$ cat src/rtl/pipe_skid_stage.sv
// pipe_skid_stage
//   Reusable inter-stage pipeline register with a valid/ready handshake.
//   It carries a payload, control bits and a destination-register field.
//   SKID=1 adds a second entry so that in_ready comes straight from a flop.
//   SKID=0 keeps a single entry, and in_ready then follows out_ready
//   combinationally.
//   flush inserts a bubble. stall_cnt is a saturating count of the cycles in
//   which downstream held off a valid word.
//
// Ports
//   clk, rst_n          rising-edge clock, asynchronous active-low reset
//   in_valid/in_ready   upstream handshake
//   in_data/in_ctrl/in_DstReg   upstream word
//   flush               drop every held word at the next edge
//   out_valid/out_ready downstream handshake
//   out_data/out_ctrl/out_DstReg  held word (out_ctrl is 0 when not valid)
//   stall_cnt           saturating count of out_valid & ~out_ready edges
module pipe_skid_stage #(
  parameter int DATA_W = 16,
  parameter int CTRL_W = 5,
  parameter int DST_W  = 4,
  parameter int SKID   = 1,
  parameter int CNT_W  = 16
) (
  input  logic              clk,
  input  logic              rst_n,
  input  logic              in_valid,
  output logic              in_ready,
  input  logic [DATA_W-1:0] in_data,
  input  logic [CTRL_W-1:0] in_ctrl,
  input  logic [DST_W-1:0]  in_DstReg,
  input  logic              flush,
  output logic              out_valid,
  input  logic              out_ready,
  output logic [DATA_W-1:0] out_data,
  output logic [CTRL_W-1:0] out_ctrl,
  output logic [DST_W-1:0]  out_DstReg,
  output logic [CNT_W-1:0]  stall_cnt
);

  // Each state is encoded as {skid_valid, main_valid}.
  typedef enum logic [1:0] {
    ST_EMPTY = 2'b00,
    ST_ONE   = 2'b01,
    ST_FULL  = 2'b11
  } state_t;

  state_t r_state, w_state_nxt;

  logic [DATA_W-1:0] r_main_data_p1, r_skid_data_p1;
  logic [CTRL_W-1:0] r_main_ctrl_p1, r_skid_ctrl_p1;
  logic [DST_W-1:0]  r_main_dst_p1,  r_skid_dst_p1;
  logic [CNT_W-1:0]  r_stall_cnt;

  logic w_main_vld, w_skid_vld, w_accept;
  logic w_ld_main_in, w_ld_main_skid, w_ld_skid;

  function automatic logic [CNT_W-1:0] sat_inc(input logic [CNT_W-1:0] v);
    return (v == {CNT_W{1'b1}}) ? v : v + 1'b1;
  endfunction

  assign w_main_vld = r_state[0];
  assign w_skid_vld = r_state[1];

  generate
    if (SKID != 0) begin : g_skid
      // Comes only from the state flop, so there is no path from out_ready.
      assign in_ready = ~w_skid_vld;
    end else begin : g_noskid
      assign in_ready = ~w_main_vld | out_ready;
    end
  endgenerate

  assign w_accept = in_valid & in_ready & ~flush;

  always_ff @(posedge clk or negedge rst_n) begin
    if (!rst_n) r_state <= ST_EMPTY;
    else        r_state <= w_state_nxt;
  end

  always_comb begin
    w_state_nxt    = r_state;
    w_ld_main_in   = 1'b0;
    w_ld_main_skid = 1'b0;
    w_ld_skid      = 1'b0;
    if (flush) begin
      w_state_nxt = ST_EMPTY;
    end else begin
      case (r_state)
        ST_EMPTY: begin
          if (w_accept) begin
            w_state_nxt  = ST_ONE;
            w_ld_main_in = 1'b1;
          end
        end
        ST_ONE: begin
          if (w_accept && out_ready) begin
            w_ld_main_in = 1'b1;
          end else if (w_accept) begin
            // Only reachable when SKID=1. With SKID=0, in_ready needs out_ready here.
            w_state_nxt = ST_FULL;
            w_ld_skid   = 1'b1;
          end else if (out_ready) begin
            w_state_nxt = ST_EMPTY;
          end
        end
        ST_FULL: begin
          if (out_ready) begin
            w_state_nxt    = ST_ONE;
            w_ld_main_skid = 1'b1;
          end
        end
        default: w_state_nxt = ST_EMPTY;
      endcase
    end
  end

  // ---- stage boundary: held word registers ----
  always_ff @(posedge clk or negedge rst_n) begin
    if (!rst_n) begin
      r_main_data_p1 <= '0;
      r_main_ctrl_p1 <= '0;
      r_main_dst_p1  <= '0;
      r_skid_data_p1 <= '0;
      r_skid_ctrl_p1 <= '0;
      r_skid_dst_p1  <= '0;
    end else begin
      if (w_ld_main_in) begin
        r_main_data_p1 <= in_data;
        r_main_ctrl_p1 <= in_ctrl;
        r_main_dst_p1  <= in_DstReg;
      end else if (w_ld_main_skid) begin
        r_main_data_p1 <= r_skid_data_p1;
        r_main_ctrl_p1 <= r_skid_ctrl_p1;
        r_main_dst_p1  <= r_skid_dst_p1;
      end
      if (w_ld_skid) begin
        r_skid_data_p1 <= in_data;
        r_skid_ctrl_p1 <= in_ctrl;
        r_skid_dst_p1  <= in_DstReg;
      end
      // A flushed slot must decode as a bubble, even though data/dst go stale.
      if (flush) begin
        r_main_ctrl_p1 <= '0;
        r_skid_ctrl_p1 <= '0;
      end
    end
  end

  always_ff @(posedge clk or negedge rst_n) begin
    if (!rst_n)                       r_stall_cnt <= '0;
    else if (w_main_vld && !out_ready) r_stall_cnt <= sat_inc(r_stall_cnt);
  end

  assign out_valid  = w_main_vld;
  assign out_data   = r_main_data_p1;
  assign out_DstReg = r_main_dst_p1;
  assign out_ctrl   = w_main_vld ? r_main_ctrl_p1 : '0;
  assign stall_cnt  = r_stall_cnt;

endmodule

$ cat config.mk
export PLATFORM = sky130hd
export DESIGN_NAME = pipe_skid_stage
export DESIGN_NICKNAME = d
export VERILOG_FILES = /design/src/rtl/pipe_skid_stage.sv
export SDC_FILE = /design/constraint.sdc
export NUM_CORES = 1
export LEC_CHECK = 0
export BUFFER_PORTS_ARGS = -buffer_cell sky130_fd_sc_hd__buf_2
export CORE_ASPECT_RATIO = 0.7
export CORE_MARGIN = 2
export CORE_UTILIZATION = 58
export DETAILED_ROUTE_END_ITERATION = 16
export PLACE_DENSITY = 0.85
export SYNTH_ARGS = -nofsm -noshare
export SYNTH_HDL_FRONTEND = slang
export SYNTH_SLANG_ARGS = --single-unit
$ cat constraint.sdc
create_clock -name clk -period 5.4 [get_ports clk]
set_input_delay 0.27 -clock clk [delete_from_list [all_inputs] [get_ports clk]]
set_output_delay 0.27 -clock clk [all_outputs]
set_load 0.01 [all_outputs]
==> flow_summary.ini, run 1 <==
[outcome]
outcome = completed

[global_routing]
grt_pass1_wl_mm = 11.23
grt_use_total_pct = 24.58
grt-ovfl-total = 0
grt_pass1_vias = 2376
grt_max_degree = 69
antenna_found_initial = 0

[synth]
yosys_warnings = 0
synth_cell_types = 36
synth_area_leaders = dfrtp_1, nand2_1, mux2i_1
avgSynthCellArea_um2 = 9.815
synth_top_cell_by_area = dfrtp_1
synth_seq_area_share_pct = 54.01
netlist_area_um2 = 3151
synth_top_area_share_pct = 54.01
synth.ff_latch_count = 68
synth_cells = 321
synth_nets = 356

[pwr]
p_sw_share_pct = 33.65
p_clk_share_pct = 23.1
power_switching_w = 0.0005557
ir_drop_mv = 0.2427
p_int_w = 0.001096
seqPwrFrac_pct = 48.7
powerDensity_nw_per_um2 = 441.6
p_leak_nw = 2.066
pwr-share-comb_pct = 28.1

[sta]
finalCritPeriodShare_pct = 38.44
worst_pin_slew_ns = 0.8522
skew_ns = 0.006061
grt_setup_unrepaired = false
relSlewSlack_pct = 43.19
fmax_mhz = 481.7
setup_viol = 0
min_period_ns = 2.076
hold_viol_final = 0
slew_viol_final = 0
hold_ws_ns = 0.1124
setup_tns_ns = 0

[placement]
place_hpwl_mm = 4.525
place.gp.congestion = 0.8969
io_buffers = 72
postPlaceCellArea_um2 = 3558

[clocking]
cts_resized = 0
clockBufferDepth = 2
cts_max_level = 3
clk_latency_ns = 0.35
cts_root_buf = clkbuf_8
cts.sinks = 68
clk_pin_slew_ns = 0.07
postCtsSetupBuffers = 0
cts_tree = yes
hold_buffers = 0
cts_buffers = 9

[finish]
final_area_um2 = 3740
final_nets = 428
area_growth_syn_to_layout_pct = 18.71
antenna_cells = 0
drive_gt1_share_pct = 23.37

[routing]
drt_iter0_drc = 162
drt-wirelength-per-cell_um = 14.21
wirelength_mm = 6.681
drtPass1Iterations = 4
vias = 2494
drtAntennaViolNets = 0
drc_errors = 0
drt-vias-per-instance = 5.306

[floorplanning]
dieHeight_um = 65.67
die_w_um = 92.09
io_pins = 73
core_um2 = 5230
die_area_um2 = 6047
core.rowCount = 22
start_util_pct = 60.24

[worst_setup_path]
cp.arrival_ns = 2.31
critPathCaptureType = flip-flop
cp-start-kind = flip-flop
required_ns = 5.64
worstSetupPathType = flip-flop to flip-flop
cp_max_fo = 25

[flow_run]
drv_cap = 0

[hold_path]
hp-class = primary input to async pin
[flip-flops by register name, indices dropped and copies added (netlist names)]
name,count
stall_cnt,16
r_main_ctrl_p1,5
r_skid_data_p1,16
out_data,16
r_state,2
r_skid_dst_p1,4
out_DstReg,4
r_skid_ctrl_p1,5
[critical path, stage by stage (launching register included)]
cell and delay [ns]:
dfrtp_1 0.44, inv_1 0.13, ha_1 0.24, nand3b_1 0.14, or3_1 0.69, nand3b_1 0.24
nand2_1 0.07
[layout by cell type, fill, tap and decap left out, drive strengths merged, types with 2 or more instances in the layout]
| cell | count |
|---|---|
| nand2b | 2 |
| xor2 | 6 |
| nor3 | 2 |
| xnor2 | 8 |
| o21ai | 27 |
| inv | 3 |
| dfrtp | 68 |
| nand3b | 7 |
| nor2 | 3 |
| buf | 76 |
| mux2i | 20 |
| nor2b | 2 |
| a21oi | 9 |
| ha | 5 |
| and3b | 5 |
| and3 | 3 |
| nand4 | 9 |
| nand2 | 102 |
| and2 | 7 |
| nand3 | 5 |
| clkbuf | 15 |
| nor4 | 3 |
[final cells by class]
cell class / instances / area, µm²
clock inverters: 1 / 5.005
repair buffers: 76 / 390.4
multi-input cells: 235 / 1365
flip-flops and latches: 68 / 1702
inverters: 3 / 11.26
well taps: 72 / 90.09
fillers: 405 / 1490
clock buffers: 15 / 176.4
[cell usage after synthesis]
cell type  count
inv_1          3
nor3_1         2
nand4_1        8
nand2b_1       2
buf_2          7
o21a_1         1
and3_1         3
a2111o_1       1
and3b_1        5
nor2_1         3
mux2_4         1
o41a_1         1
o21ai_1        3
and4_1         1
and4b_1        1
nand3_1        5
buf_6          1
nor2b_1        2
nand4b_1       1
nor3b_1        1
mux2i_1       20
clkbuf_8       1
o21ai_0       24
nand2_1      102
ha_1           5
xor2_1         6
or3_1          1
dfrtp_1       68
and2_1         7
nor4_1         3
nand4_2        1
clkbuf_1       6
xnor2_1        8
o2111ai_1      1
a21oi_1        9
nand3b_1       7
[through the flow]
step	worst slack, ns	util [%]	power, W	std cells
2_1_floorplan	3.621	-	0.001079	321
3_3_place_gp	3.407	68.04	0.001248	454
3_5_place_dp	3.353	68.04	0.001280	454
4_1_cts	3.332	71.51	0.001663	470
5_1_grt	3.166	71.51	0.001770	470
6_report	3.324	71.51	0.001651	470
[final timing paths]
kind | startpoint | endpoint | slack (ns) | depth (start not counted)
worst max-delay path | r_state[1]$_DFFE_PN0P_ | r_skid_ctrl_p1[4]$_DFFE_PN0P_ | 3.32 | 6
worst min-delay path | rst_n | r_skid_data_p1[14]$_DFFE_PN0P_ | 0.11 | 2
worst max register to register | r_state[1]$_DFFE_PN0P_ | r_skid_ctrl_p1[4]$_DFFE_PN0P_ | 3.32 | 6
worst min register to register | r_skid_data_p1[1]$_DFFE_PN0P_ | r_skid_data_p1[1]$_DFFE_PN0P_ | 0.48 | 2
max in group asynchronous | rst_n | r_skid_data_p1[1]$_DFFE_PN0P_ | 4.74 | 2
min in group clk | in_data[7] | r_skid_data_p1[7]$_DFFE_PN0P_ | 0.13 | 3
[routing by layer]
metal	vias up	global-route usage, %	wire [µm]
li1	1222	-	-
met3	10	9.977	490
met4	0	7.463	92
met1	1191	32.87	3076
met2	71	37.22	3021
met5	-	0	0
[cell families after synthesis]
logic type | after synthesis | share of synthesized area (%)
AND/OR/NAND/NOR | 155 | 23.35
XOR/XNOR | 14 | 3.892
AO/OA/AOI/OAI | 40 | 6.950
adder cells (fa/ha/maj) | 5 | 1.986
multiplexers | 21 | 6.831
flip-flops | 68 | 54.01
buffers and inverters | 18 | 2.978
[power groups by stage]
stage | combinational, W | sequential [W] | clock, W
3_5_place_dp | 0.000466 | 0.000813 | 0
4_1_cts | 0.000471 | 0.000805 | 0.000387
5_1_grt | 0.000525 | 0.000828 | 0.000417
6_report | 0.000464 | 0.000805 | 0.000382
3_3_place_gp | 0.000446 | 0.000802 | 0
2_1_floorplan | 0.000244 | 0.000835 | 0
(Power assumes the default switching activity.)
==> run 2, diff against run 1 <==
--- a/config.mk
+++ b/config.mk
@@ -8,9 +8,9 @@
 export BUFFER_PORTS_ARGS = -buffer_cell sky130_fd_sc_hd__buf_2
 export CORE_ASPECT_RATIO = 0.7
 export CORE_MARGIN = 2
-export CORE_UTILIZATION = 58
+export CORE_UTILIZATION = 48
 export DETAILED_ROUTE_END_ITERATION = 16
-export PLACE_DENSITY = 0.85
+export PLACE_DENSITY = 0.75
 export SYNTH_ARGS = -nofsm -noshare
 export SYNTH_HDL_FRONTEND = slang
 export SYNTH_SLANG_ARGS = --single-unit
==> constraint.sdc (replaced) <==
create_clock -name clk -period 1.8 [get_ports clk]
set_input_delay 0.09 -clock clk [delete_from_list [all_inputs] [get_ports clk]]
set_output_delay 0.09 -clock clk [all_outputs]
set_load 0.01 [all_outputs]
==> flow_summary.ini, run 2 (same netlist as run 1, synthesis figures left out) <==
[global_routing]
grt-ovfl-total = 0
antenna_found_initial = 0
grt_pass1_wl_mm = 12.39
grt_use_total_pct = 22.18
grt_pass1_vias = 2538
grt_max_degree = 69

[worst_setup_path]
worstPathCellList = inv_2, buf_6, ha_4, a21oi_2, nor3b_4, buf_4, clkbuf_16, nand2_2, o21ai_2
cp_max_fo = 6
r2r_cells = 9
crit_path_top_delay_cell = dfrtp_2
slowest_delay_ns = 0.44
cp-start-kind = flip-flop
required_ns = 2.05
r2r_slack_ns = 0.1
cp.depth = 9
endpoint = out_data[14]$_DFFE_PN0P_
cpLargestDelayFamily = buffers and inverters
crit_start = r_state[1]$_DFFE_PN0P_
worstSetupPathType = flip-flop to flip-flop
reg2reg_to = out_data[14]$_DFFE_PN0P_
r2r_start = r_state[1]$_DFFE_PN0P_
critPathBufInv = 4
cp.arrival_ns = 1.95
critPathCaptureType = flip-flop

[floorplanning]
core.rowCount = 24
die_area_um2 = 7238
io_pins = 73
core_um2 = 6276
start_util_pct = 50.20
die_w_um = 100.8
dieHeight_um = 71.78

[finish]
drive_gt1_share_pct = 29.71
layout.area.seq_um2 = 1704
antenna_cells = 0
final_area_um2 = 4310
final_common_cell = nand2_1
multi_input_area_um2 = 1446
final_cell_mix = nand2_1, buf_2, dfrtp_1
final_util_pct = 68.68
final_nets = 472
area_growth_syn_to_layout_pct = 36.81
fillers = 482

[pwr]
p_leak_nw = 2.320
powerDensity_nw_per_um2 = 1247
ir_drop_mv = 0.6321

[routing]
drtPass1Iterations = 4
wirelength_mm = 7.684
drc_errors = 0
drt-wirelength-per-cell_um = 14.81
drt-vias-per-instance = 5.170
drtAntennaViolNets = 0
drt_iter0_drc = 173
vias = 2683

[placement]
postPlaceCellArea_um2 = 3689
place_hpwl_mm = 4.938
place.gp.congestion = 0.8811
io_buffers = 72

[clocking]
cts_root_buf = clkbuf_8
cts_max_level = 3
cts.sinks = 68
cts_tree = yes
clockBufferDepth = 2
cts_buffers = 9
clk_pin_slew_ns = 0.07
clk_latency_ns = 0.32

[sta]
finalCritPeriodShare_pct = 94.47
relSlewSlack_pct = 74.85
min_period_ns = 1.700
slew_viol_final = 0
setup_viol = 0
skew_ns = 0.005283
hold_viol_final = 0
worst_pin_slew_ns = 0.3758
fmax_mhz = 588.1
grt_setup_unrepaired = true

[hold_path]
hp-class = primary input to flip-flop
min-delay-start = flush

[outcome]
outcome = completed

[flow_run]
drv_cap = 0
## run 2: cell types whose count changed in the layout (fill, tap and decap cells not counted), sizes merged
cell         previous run  this run
dlygate4sd3             0        26
buf                    76        92
bufinv                  0         1
clkbuf                 15        16
clkinv                  1         0
## run 2: power breakdown
group / total (W) / switching [W] / internal, W
logic: 0.00167 / 0.000883 / 0.000789
registers: 0.00243 / 0.000362 / 0.00207
clock network: 0.00127 / 0.000526 / 0.000748
total: 0.00537 / 0.00177 / 0.00360
## run 2: layout make-up
type	instances	area share (%)
multi-input cells	235	33.56
well taps	78	2.264
clock buffers	14	4.006
flip-flops and latches	68	39.54
inverters	3	0.2612
repair buffers	120	19.68
clock inverters	1	0.6967
## run 2: metal layers
| layer | vias up | global-route usage, % | part of all wire [%] |
|---|---|---|---|
| li1 | 1319 | - | - |
| met1 | 1277 | 32.18 | 46 |
| met2 | 83 | 32.59 | 46 |
| met3 | 4 | 7.024 | 7.1 |
| met4 | 0 | 5.479 | 0.40 |
| met5 | - | 0 | 0 |
## run 2: worst min-delay path by stage
stage / end / slack [ns] / cells past startpoint
final: r_skid_ctrl_p1[3]$_DFFE_PN0P_ / 0.12 / 3
after global routing: r_skid_ctrl_p1[1]$_DFFE_PN0P_ / 0.12 / 3
after CTS: r_skid_ctrl_p1[1]$_DFFE_PN0P_ / 0.09 / 3
after detailed placement: out_data[13]$_DFFE_PN0P_ / 0.14 / 2
after global placement: out_data[13]$_DFFE_PN0P_ / 0.14 / 2
after floorplan: out_DstReg[0]$_DFFE_PN0P_ / -0.21 / 0
## run 2: stage by stage
step	setup TNS (ns)	hold slack [ns]	std cells	power, W	setup WS (ns)
6_report	0	0.1203	519	0.005374	0.09961
5_1_grt	-0.01821	0.1153	519	0.005734	-0.01821
4_1_cts	0	0.09284	514	0.005223	0.05491
3_5_place_dp	0	0.1386	473	0.003897	0.06986
3_3_place_gp	0	0.1382	473	0.003799	0.1218
2_1_floorplan	0	-0.2056	321	0.003237	0.02072
## run 2: repair_timing
item / CTS / global route
setup endpoints to repair: 0 / 29
hold buffers: 26 / 0
buffers inserted: 0 / 3
resized for setup: 0 / 39
hold endpoints to repair: 115 / 0
## run 2: worst min-delay path: cells and delay by family
| family | cells | cell delay, ns |
|---|---|---|
| AND/OR/NAND/NOR | 2 | 0.17 |
| buffers and inverters | 1 | 0.15 |
==> run 3, diff against run 2 <==
==> config.mk (replaced) <==
export PLATFORM = sky130hd
export DESIGN_NAME = pipe_skid_stage
export DESIGN_NICKNAME = d
export VERILOG_FILES = /design/src/rtl/pipe_skid_stage.sv
export SDC_FILE = /design/constraint.sdc
export NUM_CORES = 1
export LEC_CHECK = 0
export BUFFER_PORTS_ARGS = -buffer_cell sky130_fd_sc_hd__buf_4
export CORE_ASPECT_RATIO = 0.7
export CORE_MARGIN = 2
export CORE_UTILIZATION = 48
export DETAILED_ROUTE_END_ITERATION = 16
export PLACE_DENSITY = 0.78
export SYNTH_ARGS = -nofsm -noshare
export SYNTH_HDL_FRONTEND = slang
export SYNTH_SLANG_ARGS = --single-unit
==> flow_summary.ini, run 3 (same netlist as run 1, synthesis figures left out) <==
[outcome]
outcome = completed

[global_routing]
use_met3_pct = 6.439
grt_pass1_wl_mm = 12.74
grt_util_met1_pct = 31.90
grt-ovfl-total = 0
grt_pass1_vias = 2676
grtUsageMet2_pct = 34.30
grt_max_degree = 51
grt_busiest_layer = met2
antenna_found_initial = 0
grt_use_total_pct = 22.62

[placement]
place.gp.congestion = 0.8990
io_buffers = 72
dpl.cell_count = 467
place_ws_ns = 0.002269
place_hpwl_mm = 5.082

[hold_path]
holdPathEnd = r_state[1]$_DFFE_PN0P_
holdPathStages = 2
hp-class = primary input to flip-flop
min-delay-start = flush

[worst_setup_path]
critPathCaptureType = flip-flop
crit_path_top_delay_cell = dfrtp_1
r2r_cells = 5
cp-start-kind = flip-flop
required_ns = 2.02
critPathBufInv = 1
cp_max_fo = 9
r2r_slack_ns = 0.08
worstSetupPathType = flip-flop to flip-flop
worstPathCellList = ha_1, nand4_1, o41a_1, buf_4, mux2_4
reg2reg_to = stall_cnt[1]$_DFFE_PN0P_
cpLargestDelayFamily = flip-flops
cp.arrival_ns = 1.95
slowest_delay_ns = 0.40
r2r_start = stall_cnt[0]$_DFFE_PN0P_

[sta]
grt_setup_unrepaired = true
hold_viol_final = 0
setup_ws_ns = 0.07739
setup_viol = 0
finalCritPeriodShare_pct = 95.70
min_period_ns = 1.723
setup_tns_ns = 0
fmax_mhz = 580.5
relSlewSlack_pct = 70.01
worst_pin_slew_ns = 0.4498
slew_viol_final = 0
skew_ns = 0.002791

[routing]
drtAntennaViolNets = 0
drt-wirelength-per-cell_um = 14.98
drtPass1Iterations = 4
drt_iter0_drc = 128
drc_errors = 0
drt-vias-per-instance = 5.196
vias = 2650
wirelength_mm = 7.638

[finish]
drive_gt1_share_pct = 23.84
final_cell_mix = nand2_1, buf_4, dfrtp_1
stdcell_count = 510
layout.area.seq_um2 = 1703
multi_input_area_um2 = 1365
final_nets = 463
final_common_cell = nand2_1
final_util_pct = 69.16
antenna_cells = 0
fillers = 474
area_growth_syn_to_layout_pct = 37.77

[clocking]
cts_root_buf = clkbuf_8
cts_tree = yes
clk_pin_slew_ns = 0.07
clk_latency_ns = 0.34
cts_buffers = 9
clockBufferDepth = 2
cts_max_level = 3
cts.sinks = 68

[pwr]
powerDensity_nw_per_um2 = 1246
p_leak_nw = 2.292
ir_drop_mv = 0.6853

[flow_run]
drv_cap = 0

[floorplanning]
die_area_um2 = 7238
core_um2 = 6276
core.rowCount = 24
start_util_pct = 50.20
dieHeight_um = 71.78
io_pins = 73
die_w_um = 100.8
-- run 3: per-layer routing --
layer  wire length (µm)  part of all wire [%]
met1               3619                    47
met2               3532                    46
met3                388                   5.1
met4                 97                   1.3
met5                  0                     0
-- run 3: how the worst max path moves through the flow --
stage                                     to                startpoint  slack, ns  cells after the start
5_1_grt        r_skid_ctrl_p1[4]$_DFFE_PN0P_    r_state[0]$_DFFE_PN0P_    -0.0005                      6
2_1_floorplan   r_skid_dst_p1[1]$_DFFE_PN0P_    r_state[1]$_DFFE_PN0P_       0.02                      8
3_5_place_dp        stall_cnt[1]$_DFFE_PN0P_  stall_cnt[0]$_DFFE_PN0P_      0.002                      4
3_3_place_gp        stall_cnt[1]$_DFFE_PN0P_  stall_cnt[0]$_DFFE_PN0P_       0.03                      4
6_report            stall_cnt[1]$_DFFE_PN0P_  stall_cnt[0]$_DFFE_PN0P_       0.08                      5
4_1_cts        r_skid_ctrl_p1[4]$_DFFE_PN0P_    r_state[0]$_DFFE_PN0P_       0.01                      6
-- run 3: where the power goes --
group / leakage, nW / switching, W / internal (W)
logic: 1.31 / 0.000807 / 0.000866
clock network: 0.103 / 0.000546 / 0.000748
registers: 0.880 / 0.000377 / 0.00206
total: 2.29 / 0.00173 / 0.00368
-- run 3: timing repair --
action                     in CTS  in global routing
setup endpoints to repair       1                 40
hold endpoints to repair       83                  0
gates resized for setup         0                  1
pin swaps                       1                  0
buffers inserted                1                  1
hold buffers                   26                  0
-- run 3: cell type report --
type / instances / share of cell area [%]
timing repair buffer: 111 / 22.14
clock inverter: 1 / 0.6918
inverter: 3 / 0.2594
clock buffer: 14 / 3.978
tap: 78 / 2.248
sequential: 68 / 39.23
multi-input combinational: 235 / 31.45
-- run 3: metrics by stage --
stage               area, µm²  hold slack (ns)  power, W
floorplan                3151          -0.2056  0.003237
global placement         3861          0.06731  0.003989
detailed placement       3861          0.07385  0.004076
CTS                      4332          0.02032  0.005430
global route             4340          0.04184  0.005746
finish                   4340          0.03123  0.005408
